--- src/rtl/fill_seal_controller.sv ---
// Moore fill-and-seal station controller: timed FILL/SEAL phases, sensor timeout, abort/fault, saturating count.
// Optional feature macro: AUTO_CYCLE_EN (DONE goes straight back to CHECK while start is held).
module fill_seal_controller #(
  parameter int FILL_CYCLES    = 4,
  parameter int SEAL_CYCLES    = 2,
  parameter int SENSOR_TIMEOUT = 3,
  parameter int CNT_W          = 8
) (
  input  logic             clk,
  input  logic             rst,
  input  logic             start,
  input  logic             bottle_present,
  input  logic             abort,
  input  logic             clear_fault,
  output logic             fill_valve,
  output logic             sealer_on,
  output logic             done_pulse,
  output logic             fault,
  output logic [2:0]       state_o,
  output logic [CNT_W-1:0] bottle_count
);

  typedef enum logic [2:0] {
    ST_IDLE  = 3'd0,
    ST_CHECK = 3'd1,
    ST_FILL  = 3'd2,
    ST_SEAL  = 3'd3,
    ST_DONE  = 3'd4,
    ST_FAULT = 3'd5
  } state_t;

  localparam int TMAX_A = (FILL_CYCLES > SEAL_CYCLES) ? FILL_CYCLES : SEAL_CYCLES;
  localparam int TMAX   = (TMAX_A > SENSOR_TIMEOUT) ? TMAX_A : SENSOR_TIMEOUT;
  localparam int TW     = (TMAX > 1) ? $clog2(TMAX) : 1;

  localparam logic [TW-1:0]    FILL_LAST  = TW'(FILL_CYCLES - 1);
  localparam logic [TW-1:0]    SEAL_LAST  = TW'(SEAL_CYCLES - 1);
  localparam logic [TW-1:0]    CHECK_LAST = TW'(SENSOR_TIMEOUT - 1);
  localparam logic [TW-1:0]    TIMER_ONE  = TW'(1);
  localparam logic [CNT_W-1:0] CNT_MAX    = {CNT_W{1'b1}};
  localparam logic [CNT_W-1:0] CNT_ONE    = CNT_W'(1);

  state_t            state_r;
  state_t            state_s;
  logic [TW-1:0]     timer_r;
  logic [CNT_W-1:0]  count_r;
  logic              fill_valve_r;
  logic              sealer_on_r;
  logic              done_pulse_r;
  logic              fault_r;
  logic [2:0]        state_o_r;

  // Next-state selection: abort first, then sensor, then phase timer.
  always_comb begin
    state_s = ST_IDLE;
    case (state_r)
      ST_IDLE: begin
        if (start) state_s = ST_CHECK;
        else       state_s = ST_IDLE;
      end
      ST_CHECK: begin
        if (abort)                     state_s = ST_FAULT;
        else if (bottle_present)       state_s = ST_FILL;
        else if (timer_r == CHECK_LAST) state_s = ST_FAULT;
        else                           state_s = ST_CHECK;
      end
      ST_FILL: begin
        if (abort || !bottle_present)  state_s = ST_FAULT;
        else if (timer_r == FILL_LAST) state_s = ST_SEAL;
        else                           state_s = ST_FILL;
      end
      ST_SEAL: begin
        if (abort || !bottle_present)  state_s = ST_FAULT;
        else if (timer_r == SEAL_LAST) state_s = ST_DONE;
        else                           state_s = ST_SEAL;
      end
      ST_DONE: begin
`ifdef AUTO_CYCLE_EN
        if (start) state_s = ST_CHECK;
        else       state_s = ST_IDLE;
`else
        state_s = ST_IDLE;
`endif
      end
      ST_FAULT: begin
        if (clear_fault && !abort) state_s = ST_IDLE;
        else                       state_s = ST_FAULT;
      end
      default: state_s = ST_IDLE;
    endcase
  end

  // State, phase timer and completed-bottle counter.
  always_ff @(posedge clk or posedge rst) begin
    if (rst) begin
      state_r <= ST_IDLE;
      timer_r <= '0;
      count_r <= '0;
    end else begin
      state_r <= state_s;
      if (state_s != state_r) timer_r <= '0;
      else                    timer_r <= timer_r + TIMER_ONE;
      if ((state_s == ST_DONE) && (state_r != ST_DONE) && (count_r != CNT_MAX))
        count_r <= count_r + CNT_ONE;
      else
        count_r <= count_r;
    end
  end

  // Actuator/LED outputs registered from the next state so they track state_r exactly.
  always_ff @(posedge clk or posedge rst) begin
    if (rst) begin
      fill_valve_r <= 1'b0;
      sealer_on_r  <= 1'b0;
      done_pulse_r <= 1'b0;
      fault_r      <= 1'b0;
      state_o_r    <= 3'd0;
    end else begin
      fill_valve_r <= (state_s == ST_FILL);
      sealer_on_r  <= (state_s == ST_SEAL);
      done_pulse_r <= (state_s == ST_DONE);
      fault_r      <= (state_s == ST_FAULT);
      state_o_r    <= state_s;
    end
  end

  assign fill_valve   = fill_valve_r;
  assign sealer_on    = sealer_on_r;
  assign done_pulse   = done_pulse_r;
  assign fault        = fault_r;
  assign state_o      = state_o_r;
  assign bottle_count = count_r;

endmodule

--- config.mk ---
export PLATFORM = sky130hd
export DESIGN_NAME = fill_seal_controller
export DESIGN_NICKNAME = d
export VERILOG_FILES = /design/src/rtl/fill_seal_controller.sv
export SDC_FILE = /design/constraint.sdc
export NUM_CORES = 1
export LEC_CHECK = 0
export ABC_AREA = 1
export CORE_MARGIN = 2
export CORE_UTILIZATION = 49
export CTS_CLUSTER_SIZE = 8
export DETAILED_ROUTE_END_ITERATION = 12
export GPL_TIMING_DRIVEN = 1
export PLACE_DENSITY = 0.77
export SYNTH_ARGS = -nofsm -noshare
export SYNTH_HDL_FRONTEND = slang
export SYNTH_SLANG_ARGS = --single-unit
--- constraint.sdc ---
create_clock -name clk -period 2.2 [get_ports clk]
set_clock_uncertainty 0.15 [all_clocks]
set_input_delay 0.66 -clock clk [delete_from_list [all_inputs] [get_ports clk]]
set_output_delay 0.66 -clock clk [all_outputs]
set_load 0.03 [all_outputs]
==> flow_metrics.tcl <==
set metrics [dict create \
    grt_pass1_vias 891 \
    drv_cap 0 \
    clock-sinks 17 \
    worst_ep_required_time_ns 1.39 \
    cts_tree "done" \
    switchingPower_mw 0.717 \
    clockBufferDepth 2 \
    critical_path_arrival_ns 1.34 \
    cp_num_cells 1 \
    num_vias 975 \
    drt_wl_total_mm 2.15 \
    async_flop_share 1.00 \
    port_buffers 20 \
    coreArea_sq_um 1920 \
    start_util 0.512 \
    combinationalPowerShare 0.588 \
    tightestPinTransition_ns 0.367 \
    gp_congestion 0.918 \
    num-nets-final 176 \
    antenna_cells 0 \
    area_delta_synth_final_pct 32.8 \
    synth.distinct_cells 20 \
    root_buffer "clkbuf_4" \
    synth_top_cell_by_area "dfrtp_1" \
    ys_ff_latch 17 \
    io_pins 21 \
    dpl.hpwl_mm 1.66 \
    hold_slack_ns 0.347 \
    r2r_cells 12 \
    seq_area_frac_synth 0.433 \
    period_minus_slack_ns 2.15 \
    dieHeight_microns 48.8 \
    final_cells 192 \
    syn_area_sq_um 983 \
    setup_ws_ns 0.0477 \
    slew_headroom 0.755 \
    clk_latency_ns 0.29 \
    endpoint_kind "primary output" \
    hold_depth 1 \
    fp.dieW_microns 48.8 \
    dp_slack_ns -0.246 \
    synth_cells 133 \
    fp-row-count 16 \
    fin_crit_sh 0.978 \
    crit_path_max_fanout 2 \
    ir_worst_vdd_mv 0.699 \
    p_leak_nw 0.722 \
    drc 0 \
    h-tree-depth 1 \
    synthTopCellsByArea "dfrtp_1 43%, nand2_1 15%, nand3_1 8.1%" \
    yosysWarnings 0 \
    design_area_sq_um 1310 \
    die_area_sq_um 2380 \
    hold_viol 0 \
    grt.total_usage 0.203 \
    worstPathCellList "clkdlybuf4s50_1" \
    clk_pin_slew_ns 0.09 \
    cellPowerDensity_nw_per_um2 1170 \
    grt_max_degree 18 \
    pwr-share-seq 0.307 \
    synth-edff-count 0 \
    fin_tns_setup_ns 0 \
    fillers 173 \
    dp.cells 188 \
    crit_buf_inv 1 \
    dr.pass1.iters 4 \
    ant_nets 0 \
    antenna_found_initial 0 \
    drtIter0Drc 39 \
    cts_buffers 3 \
    syn_nets 143 \
    synth_top_flop_cell "dfrtp_1" \
    grt_pass1_wl_mm 3.79 \
    crit_path_start_kind "flop" \
    criticalPathCategory "reg -> out" \
    post_dp_cell_area_sq_um 1270 \
    synth_most_common_cell "nand2_1" \
    status "finished clean" \
    synth.top_cells.by_count "39 x nand2_1, 20 x nor2_1, 17 x dfrtp_1" \
    synth_top_cell_area_share 0.433 \
    slowest_delay_ns 0.69 \
    post_cts_buffers 0 \
    clock.fmax_mhz 465 \
    drive_gt1_frac 0.158 \
    clockPowerShare 0.105 \
    cpMaxStageDelayCell "clkdlybuf4s50_1" \
    overflow 0 \
    rsz0062_at_grt "no" \
    finalSetupViolations 0 \
    avgSynthCellArea_sq_um 7.39 \
    internal_power_mw 0.813 \
    vias_per_cell 5.08 \
    wl_per_cell_microns 11.2 \
    crit_family "buffers and inverters" \
    hp-class "reg -> reg" \
    slew_violations 0 \
    switching_share 0.469 \
]
power groups by stage:
stage | combinational, mW | sequential, mW | clock, mW
after CTS | 0.884 | 0.471 | 0.167
after global routing | 0.988 | 0.482 | 0.177
after detailed placement | 0.900 | 0.478 | 0
after global placement | 0.881 | 0.471 | 0
final | 0.899 | 0.470 | 0.161
after floorplan | 0.413 | 0.635 | 0
final timing paths:
| kind | start | end | slack (ns) |
|---|---|---|---|
| max | state_o[0]$_DFF_PP0_ | state_o[0] | 0.05 |
| min | timer_r[0]$_DFF_PP0_ | timer_r[0]$_DFF_PP0_ | 0.35 |
| max reg2reg | timer_r[1]$_DFF_PP0_ | bottle_count[5]$_DFFE_PP0P_ | 0.43 |
| min reg2reg | timer_r[0]$_DFF_PP0_ | timer_r[0]$_DFF_PP0_ | 0.35 |
| max in group asynchronous | rst | bottle_count[3]$_DFFE_PP0P_ | 1.19 |
| min in group asynchronous | rst | bottle_count[5]$_DFFE_PP0P_ | 0.52 |
metrics by stage:
stage,utilization,power [mW]
after floorplan,-,1.05
after global placement,0.663,1.35
after CTS,0.673,1.52
after detailed placement,0.663,1.38
after global routing,0.680,1.65
final,0.680,1.53
flip-flops by register name (all words and copies together), names as in the netlist:
register / cells
bottle_count: 8
done_pulse: 1
fault: 1
fill_valve: 1
sealer_on: 1
state_o: 3
timer_r: 2
logic make-up (layout without fill, tap and decap cells):
| family | Yosys count | in the layout | share of synthesized area |
|---|---|---|---|
| adder cells (fa/ha/maj) | 4 | 4 | 0.0509 |
| AND/OR/NAND/NOR | 86 | 86 | 0.388 |
| flip-flops | 17 | 17 | 0.433 |
| AO/OA/AOI/OAI | 5 | 5 | 0.0254 |
| buffers and inverters | 18 | 50 | 0.0763 |
| XOR/XNOR | 3 | 3 | 0.0267 |
layout make-up:
cell class	instances	area, sq um	area share
flip-flops and latches	17	425	0.326
repair buffers	29	269	0.206
inverters	17	63.8	0.0489
multi-input cells	98	488	0.374
clock buffers	4	26.3	0.0201
well taps	27	33.8	0.0259
cell usage in the layout, fill, tap and decap left out:
cell,instances
inv_1,9
clkinv_1,1
nor3_1,3
dfrtp_1,17
nor4_1,1
nor2_2,2
xnor2_1,3
clkbuf_1,1
nand3b_1,1
nor2_4,2
clkdlybuf4s50_1,12
nand3_1,16
a21oi_1,3
inv_2,7
ha_1,4
nand2_2,2
nand4_1,1
dlygate4sd2_1,6
nor2_1,19
buf_4,8
nand3_2,1
nand2_1,38
dlymetal6s2s_1,2
buf_6,1
o21ai_1,2
clkbuf_4,3
repair_timing:
| action | CTS | global route |
|---|---|---|
| setup endpoints to repair | 6 | 10 |
| hold buffers | 0 | 0 |
| pin swaps | 0 | 0 |
| gates resized for setup | 6 | 5 |
metal layers:
metal | routed length [microns] | vias up | track usage | part of all wire
met5 | 0 | - | 0 | 0
met4 | 13 | 0 | 0.0286 | 0.0061
met3 | 145 | 4 | 0.0613 | 0.068
met2 | 1020 | 48 | 0.313 | 0.47
met1 | 971 | 440 | 0.292 | 0.45
li1 | - | 483 | - | -
(Power assumes the default switching activity.)
